<file path="config.mk">
export PLATFORM = sky130hd
export DESIGN_NAME = frame_demux_1to2_flat
export DESIGN_NICKNAME = d
export VERILOG_FILES = /design/src/rtl/frame_demux_1to2_if.sv /design/src/rtl/frame_demux_1to2.sv /design/src/flat_wrapper.sv
export SDC_FILE = /design/constraint.sdc
export NUM_CORES = 1
export LEC_CHECK = 0
export BUFFER_PORTS_ARGS = -buffer_cell sky130_fd_sc_hd__buf_2
export CELL_PAD_IN_SITES_DETAIL_PLACEMENT = 1
export CELL_PAD_IN_SITES_GLOBAL_PLACEMENT = 1
export CORE_MARGIN = 1
export CORE_UTILIZATION = 27
export DETAILED_ROUTE_END_ITERATION = 10
export PLACE_DENSITY_LB_ADDON = 0.1
export REMOVE_ABC_BUFFERS = 1
export SLEW_MARGIN = 10
export SYNTH_ARGS = -nofsm -noshare
export SYNTH_HDL_FRONTEND = slang
export SYNTH_SLANG_ARGS = --single-unit
</file>
<file path="constraint.sdc">
create_clock -name clk -period 1.15 [get_ports clk]
set_input_delay 0.1725 -clock clk [delete_from_list [all_inputs] [get_ports clk]]
set_output_delay 0.1725 -clock clk [all_outputs]
set_load 0.01 [all_outputs]
</file>
<file path="src/rtl/frame_demux_1to2_if.sv">
// rtl/frame_demux_1to2_if.sv - val/rdy pixel stream carrying sof/eof/sol/eol framing flags
interface frame_demux_1to2_if #(
  parameter int DATA_WIDTH = 8
);
  logic                  val;
  logic                  rdy;
  logic [DATA_WIDTH-1:0] data;
  logic                  sof;
  logic                  eof;
  logic                  sol;
  logic                  eol;

  modport master (output val, data, sof, eof, sol, eol, input rdy);
  modport slave  (input val, data, sof, eof, sol, eol, output rdy);
endinterface

</file>
<file path="src/rtl/frame_demux_1to2.sv">
// rtl/frame_demux_1to2.sv - frame-atomic 1-to-2 stream demux, one registered output stage
// Optional per-output completed-frame counters with FRM_DEMUX_CNT_EN.
module frame_demux_1to2 #(
  parameter int DATA_WIDTH = 8
) (
  input  logic                     clk,
  input  logic                     rst,
  input  logic                     sel,
  frame_demux_1to2_if.slave        in_frm,
  frame_demux_1to2_if.master       out0_frm,
  frame_demux_1to2_if.master       out1_frm
`ifdef FRM_DEMUX_CNT_EN
  ,
  output logic [15:0]              frm_cnt0,
  output logic [15:0]              frm_cnt1
`endif
);

  typedef enum logic {
    IDLE,
    ROUTE
  } state_e;

  state_e                state_q, state_d;
  logic                  hold_val_q, hold_val_d;
  logic                  dest_q, dest_d;
  logic [DATA_WIDTH-1:0] data_q, data_d;
  logic                  sof_q, sof_d;
  logic                  eof_q, eof_d;
  logic                  sol_q, sol_d;
  logic                  eol_q, eol_d;

  logic dest_rdy;
  logic fwd_rdy;
  logic drain;
  logic in_rdy;
  logic accept;
  logic load;

  // A new beat may load only once the held beat leaves towards its own destination,
  // so a destination change can never overtake or drop the previous frame's tail.
  assign dest_rdy = dest_q ? out1_frm.rdy : out0_frm.rdy;
  assign fwd_rdy  = ~hold_val_q | dest_rdy;
  assign drain    = hold_val_q & dest_rdy;

  always_comb begin
    state_d = state_q;
    dest_d  = dest_q;
    in_rdy  = fwd_rdy;
    accept  = 1'b0;
    load    = 1'b0;

    case (state_q)
      IDLE: begin
        // Stray beats outside a frame are swallowed without waiting on downstream.
        if (!in_frm.sof) begin
          in_rdy = 1'b1;
        end
        accept = in_frm.val & in_rdy;
        if (accept && in_frm.sof) begin
          load   = 1'b1;
          dest_d = sel;
          if (!in_frm.eof) begin
            state_d = ROUTE;
          end
        end
      end
      ROUTE: begin
        accept = in_frm.val & in_rdy;
        if (accept) begin
          load = 1'b1;
          // A sof inside a frame means the previous frame was truncated; rebind here.
          if (in_frm.sof) begin
            dest_d = sel;
          end
          if (in_frm.eof) begin
            state_d = IDLE;
          end
        end
      end
      default: begin
        state_d = IDLE;
      end
    endcase
  end

  always_comb begin
    hold_val_d = hold_val_q;
    data_d     = data_q;
    sof_d      = sof_q;
    eof_d      = eof_q;
    sol_d      = sol_q;
    eol_d      = eol_q;
    if (load) begin
      hold_val_d = 1'b1;
      data_d     = in_frm.data;
      sof_d      = in_frm.sof;
      eof_d      = in_frm.eof;
      sol_d      = in_frm.sol;
      eol_d      = in_frm.eol;
    end else if (drain) begin
      hold_val_d = 1'b0;
    end
  end

  always_ff @(posedge clk) begin
    if (rst) begin
      state_q    <= IDLE;
      hold_val_q <= 1'b0;
      dest_q     <= 1'b0;
      data_q     <= '0;
      sof_q      <= 1'b0;
      eof_q      <= 1'b0;
      sol_q      <= 1'b0;
      eol_q      <= 1'b0;
    end else begin
      state_q    <= state_d;
      hold_val_q <= hold_val_d;
      dest_q     <= dest_d;
      data_q     <= data_d;
      sof_q      <= sof_d;
      eof_q      <= eof_d;
      sol_q      <= sol_d;
      eol_q      <= eol_d;
    end
  end

  assign in_frm.rdy   = in_rdy;

  assign out0_frm.val  = hold_val_q & ~dest_q;
  assign out0_frm.data = data_q;
  assign out0_frm.sof  = sof_q;
  assign out0_frm.eof  = eof_q;
  assign out0_frm.sol  = sol_q;
  assign out0_frm.eol  = eol_q;

  assign out1_frm.val  = hold_val_q & dest_q;
  assign out1_frm.data = data_q;
  assign out1_frm.sof  = sof_q;
  assign out1_frm.eof  = eof_q;
  assign out1_frm.sol  = sol_q;
  assign out1_frm.eol  = eol_q;

`ifdef FRM_DEMUX_CNT_EN
  logic [15:0] cnt0_q, cnt0_d;
  logic [15:0] cnt1_q, cnt1_d;

  always_comb begin
    cnt0_d = cnt0_q + 16'(out0_frm.val & out0_frm.rdy & eof_q);
    cnt1_d = cnt1_q + 16'(out1_frm.val & out1_frm.rdy & eof_q);
  end

  always_ff @(posedge clk) begin
    if (rst) begin
      cnt0_q <= 16'h0000;
      cnt1_q <= 16'h0000;
    end else begin
      cnt0_q <= cnt0_d;
      cnt1_q <= cnt1_d;
    end
  end

  assign frm_cnt0 = cnt0_q;
  assign frm_cnt1 = cnt1_q;
`endif

endmodule

</file>
<file path="src/flat_wrapper.sv">
// flat-port wrapper written by rule: the top's interface ports become plain ports
module frame_demux_1to2_flat 
#(
  parameter int DATA_WIDTH = 8
)
  (clk, rst, sel, in_frm_val, in_frm_data, in_frm_sof, in_frm_eof, in_frm_sol, in_frm_eol, in_frm_rdy, out0_frm_val, out0_frm_data, out0_frm_sof, out0_frm_eof, out0_frm_sol, out0_frm_eol, out0_frm_rdy, out1_frm_val, out1_frm_data, out1_frm_sof, out1_frm_eof, out1_frm_sol, out1_frm_eol, out1_frm_rdy);
  frame_demux_1to2_if #(.DATA_WIDTH(DATA_WIDTH)) in_frm_i ();
  frame_demux_1to2_if #(.DATA_WIDTH(DATA_WIDTH)) out0_frm_i ();
  frame_demux_1to2_if #(.DATA_WIDTH(DATA_WIDTH)) out1_frm_i ();
  input  logic clk;
  input  logic rst;
  input  logic sel;
  input wire logic [$bits(in_frm_i.val)-1:0] in_frm_val;
  input wire logic [$bits(in_frm_i.data)-1:0] in_frm_data;
  input wire logic [$bits(in_frm_i.sof)-1:0] in_frm_sof;
  input wire logic [$bits(in_frm_i.eof)-1:0] in_frm_eof;
  input wire logic [$bits(in_frm_i.sol)-1:0] in_frm_sol;
  input wire logic [$bits(in_frm_i.eol)-1:0] in_frm_eol;
  output wire logic [$bits(in_frm_i.rdy)-1:0] in_frm_rdy;
  output wire logic [$bits(out0_frm_i.val)-1:0] out0_frm_val;
  output wire logic [$bits(out0_frm_i.data)-1:0] out0_frm_data;
  output wire logic [$bits(out0_frm_i.sof)-1:0] out0_frm_sof;
  output wire logic [$bits(out0_frm_i.eof)-1:0] out0_frm_eof;
  output wire logic [$bits(out0_frm_i.sol)-1:0] out0_frm_sol;
  output wire logic [$bits(out0_frm_i.eol)-1:0] out0_frm_eol;
  input wire logic [$bits(out0_frm_i.rdy)-1:0] out0_frm_rdy;
  output wire logic [$bits(out1_frm_i.val)-1:0] out1_frm_val;
  output wire logic [$bits(out1_frm_i.data)-1:0] out1_frm_data;
  output wire logic [$bits(out1_frm_i.sof)-1:0] out1_frm_sof;
  output wire logic [$bits(out1_frm_i.eof)-1:0] out1_frm_eof;
  output wire logic [$bits(out1_frm_i.sol)-1:0] out1_frm_sol;
  output wire logic [$bits(out1_frm_i.eol)-1:0] out1_frm_eol;
  input wire logic [$bits(out1_frm_i.rdy)-1:0] out1_frm_rdy;
  assign in_frm_i.val = in_frm_val;
  assign in_frm_i.data = in_frm_data;
  assign in_frm_i.sof = in_frm_sof;
  assign in_frm_i.eof = in_frm_eof;
  assign in_frm_i.sol = in_frm_sol;
  assign in_frm_i.eol = in_frm_eol;
  assign in_frm_rdy = in_frm_i.rdy;
  assign out0_frm_val = out0_frm_i.val;
  assign out0_frm_data = out0_frm_i.data;
  assign out0_frm_sof = out0_frm_i.sof;
  assign out0_frm_eof = out0_frm_i.eof;
  assign out0_frm_sol = out0_frm_i.sol;
  assign out0_frm_eol = out0_frm_i.eol;
  assign out0_frm_i.rdy = out0_frm_rdy;
  assign out1_frm_val = out1_frm_i.val;
  assign out1_frm_data = out1_frm_i.data;
  assign out1_frm_sof = out1_frm_i.sof;
  assign out1_frm_eof = out1_frm_i.eof;
  assign out1_frm_sol = out1_frm_i.sol;
  assign out1_frm_eol = out1_frm_i.eol;
  assign out1_frm_i.rdy = out1_frm_rdy;
  frame_demux_1to2 #(.DATA_WIDTH(DATA_WIDTH)) u_core (.clk(clk), .rst(rst), .sel(sel), .in_frm(in_frm_i), .out0_frm(out0_frm_i), .out1_frm(out1_frm_i));
endmodule
</file>
==> reports/metrics.cfg <==
[status]
outcome = complete, but fails checks
violations = negative setup slack

[hold_path]
hp-class = in -> reg

[logic_synthesis]
synth_commonest_cells = nand2b_1 (24), dfxtp_1 (15), buf_4 (12), mux2i_1 (12)
synthArstFlopShare = 0
yosys.area.top_type = dfxtp_1
synth_area_per_cell_um2 = 9.56
synth_seq_area_share = 0.374
yosysWarnings = 0
synth_edf_count = 0
synth_top_area_share = 0.374
netlist_instances = 84
synth_cell_types = 20
synth_ff_type = dfxtp_1
synth-seq-cells = 15
synth_area_leaders = dfxtp_1 (37%), nand2b_1 (19%), mux2i_1 (15%)
yosysMostFrequentCell = nand2b_1
syn_area_um2 = 803

[global_routing]
grt_pass1_wl_um = 2950
grt_overflow = 0
track_usage = 0.117
antenna_found_initial = 0
grt_max_degree = 29
grt_pass1_vias = 701

[clocking]
cts_buffers = 3
clockRootBuffer = clkbuf_4
hold_buffers = 0
clk_pin_slew_worst_paths_ns = 0.09
htree_levels = 1
cts_sinks = 15
clk_path_buf_depth = 2
clock_latency_ns = 0.27
cts_tree = yes

[sta]
finalHoldViolCount = 0
final.min_clock_period_ns = 1.37
fmax_mhz = 728
clock_skew_ns = 0.00284
worst_pin_slew_ns = 0.448
rsz0062_at_grt = true
finalSetupViolCount = 18
drv_slew = 0
relSlewSlack = 0.699
layout_setup_ws_ns = -0.224
fin_crit_sh = 1.19

[flow_run]
max-cap-violations = 0

[detailed_routing]
postRouteAntennaNets = 0
drtPass1Iterations = 4
drtIter0Drc = 24
wl_per_cell_um = 11.3
vias = 710
viasPerCell = 4.44
drt_wl_total_um = 1810
drc = 0

[power]
p_per_area_nw_per_um2 = 1020
p_sw_mw = 0.318
clock_power_share = 0.248
power_switching_share = 0.270
p_seq_frac = 0.487
leakagePower_nw = 0.565
ir_worst_vdd_mv = 0.487
p_comb_frac = 0.265
intPower_mw = 0.862

[placed_design]
portBuffers = 44
gp_congestion = 0.743
post-place-ws_ns = -0.370
dp_hpwl_um = 1250
place_area_um2 = 995

[floorplan]
start_util = 0.289
ios = 45
die_h_um = 56.5
core_um2 = 2780
dieWidth_um = 56.5
fp-row-count = 19
die_area_um2 = 3200

[cells_and_area]
multiInputGateArea_um2 = 414
design_area_um2 = 1150
num_antenna_cells = 0
drive_gt1_frac = 0.550
syn_to_final_growth_pct = 43.6
nNetsFinal = 148
fillers = 340
ff_latch_area_um2 = 303

[critical_path]
cp-end-kind = output port
crit_required_ns = 0.98
critPathMaxFanout = 2
arrival_ns = 1.20
critPathKind = reg -> out
startpoint_type = flip-flop
rrSetupSlack_ns = -0.21

==> stage by stage <==
stage	hold slack, ns	utilization	instances	power [mW]	setup TNS [ns]
5_1_grt	0.138	0.415	160	1.25	-3.10
4_1_cts	0.132	0.397	158	1.18	-1.22
3_5_place_dp	0.446	0.358	149	0.840	-4.08
2_1_floorplan	0.239	-	68	0.709	-1.81
6_report	0.143	0.415	160	1.18	-2.07
3_3_place_gp	0.434	0.358	149	0.834	-3.61
==> cell usage in the layout (no fill, tap or decap), types with 2 or more instances in the layout <==
master and count:
buf_2 42, nand2b_1 24, dfxtp_1 13, mux2i_1 11, buf_4 9, buf_6 4, nand2_1 3, clkbuf_4 3
mux2i_2 2, dfxtp_2 2
==> layer usage <==
metal  wire length, um  vias to the layer above  share of wire  global-route usage
li1                  -                      353              -                   -
met1               764                      331           0.42               0.135
met2               928                       26           0.51               0.212
met3               114                        0          0.063              0.0230
met4                 0                        0              0              0.0418
met5                 0                        -              0                   0
==> final cells by class <==
type,count,area share
Tap cell,31,0.0336
Timing Repair Buffer,57,0.319
Multi-Input combinational cell,52,0.359
Clock buffer,4,0.0228
Sequential cell,15,0.262
Inverter,1,0.00325
==> power by group through the flow <==
stage	registers (mW)	logic [mW]	clock network [mW]
6_report	0.576	0.313	0.292
3_3_place_gp	0.585	0.249	0
3_5_place_dp	0.587	0.253	0
4_1_cts	0.576	0.290	0.317
5_1_grt	0.580	0.342	0.329
2_1_floorplan	0.617	0.0922	0
==> flip-flops by register name (all words and copies together), names as in the netlist <==
register,cells
u_core.out0_frm.sol,1
u_core.state_q,1
u_core.dest_q,1
u_core.out0_frm.sof,1
u_core.hold_val_q,1
u_core.out0_frm.eof,1
u_core.out0_frm.eol,1
u_core.out0_frm.data,8
==> what timing repair did <==
item | 4_1_cts | 5_1_grt
pin swaps | 1 | 3
cloned | 0 | 1
setup endpoints to repair | 17 | 18
setup buffers | 5 | 3
gates resized for setup | 7 | 5
==> logic make-up (layout without fill, tap and decap cells) <==
family / count (synthesis) / after routing / share of synthesized area
buffers and inverters: 17 / 62 / 0.145
DFF: 15 / 15 / 0.374
and+or+nand+nor: 31 / 31 / 0.238
muxes: 13 / 13 / 0.167
AOI/OAI and AO/OA: 8 / 8 / 0.0763
==> critical path, cell delays in order, from the launching register on <==
cell      delay (ns)
dfxtp_2         0.35
mux2i_2         0.22
buf_4           0.14
o211ai_1        0.07
buf_2           0.14
==> worst paths after layout <==
check / from / end / depth (start not counted)
setup / recovery: u_core.dest_q / in_frm_rdy / 4
hold reg to reg: u_core.out0_frm.data[4] / u_core.out0_frm.data[4] / 2
setup reg to reg: u_core.dest_q / u_core.state_q / 6
hold / removal: sel / u_core.dest_q / 3
Note: power is estimated with default switching activity, not from simulation.
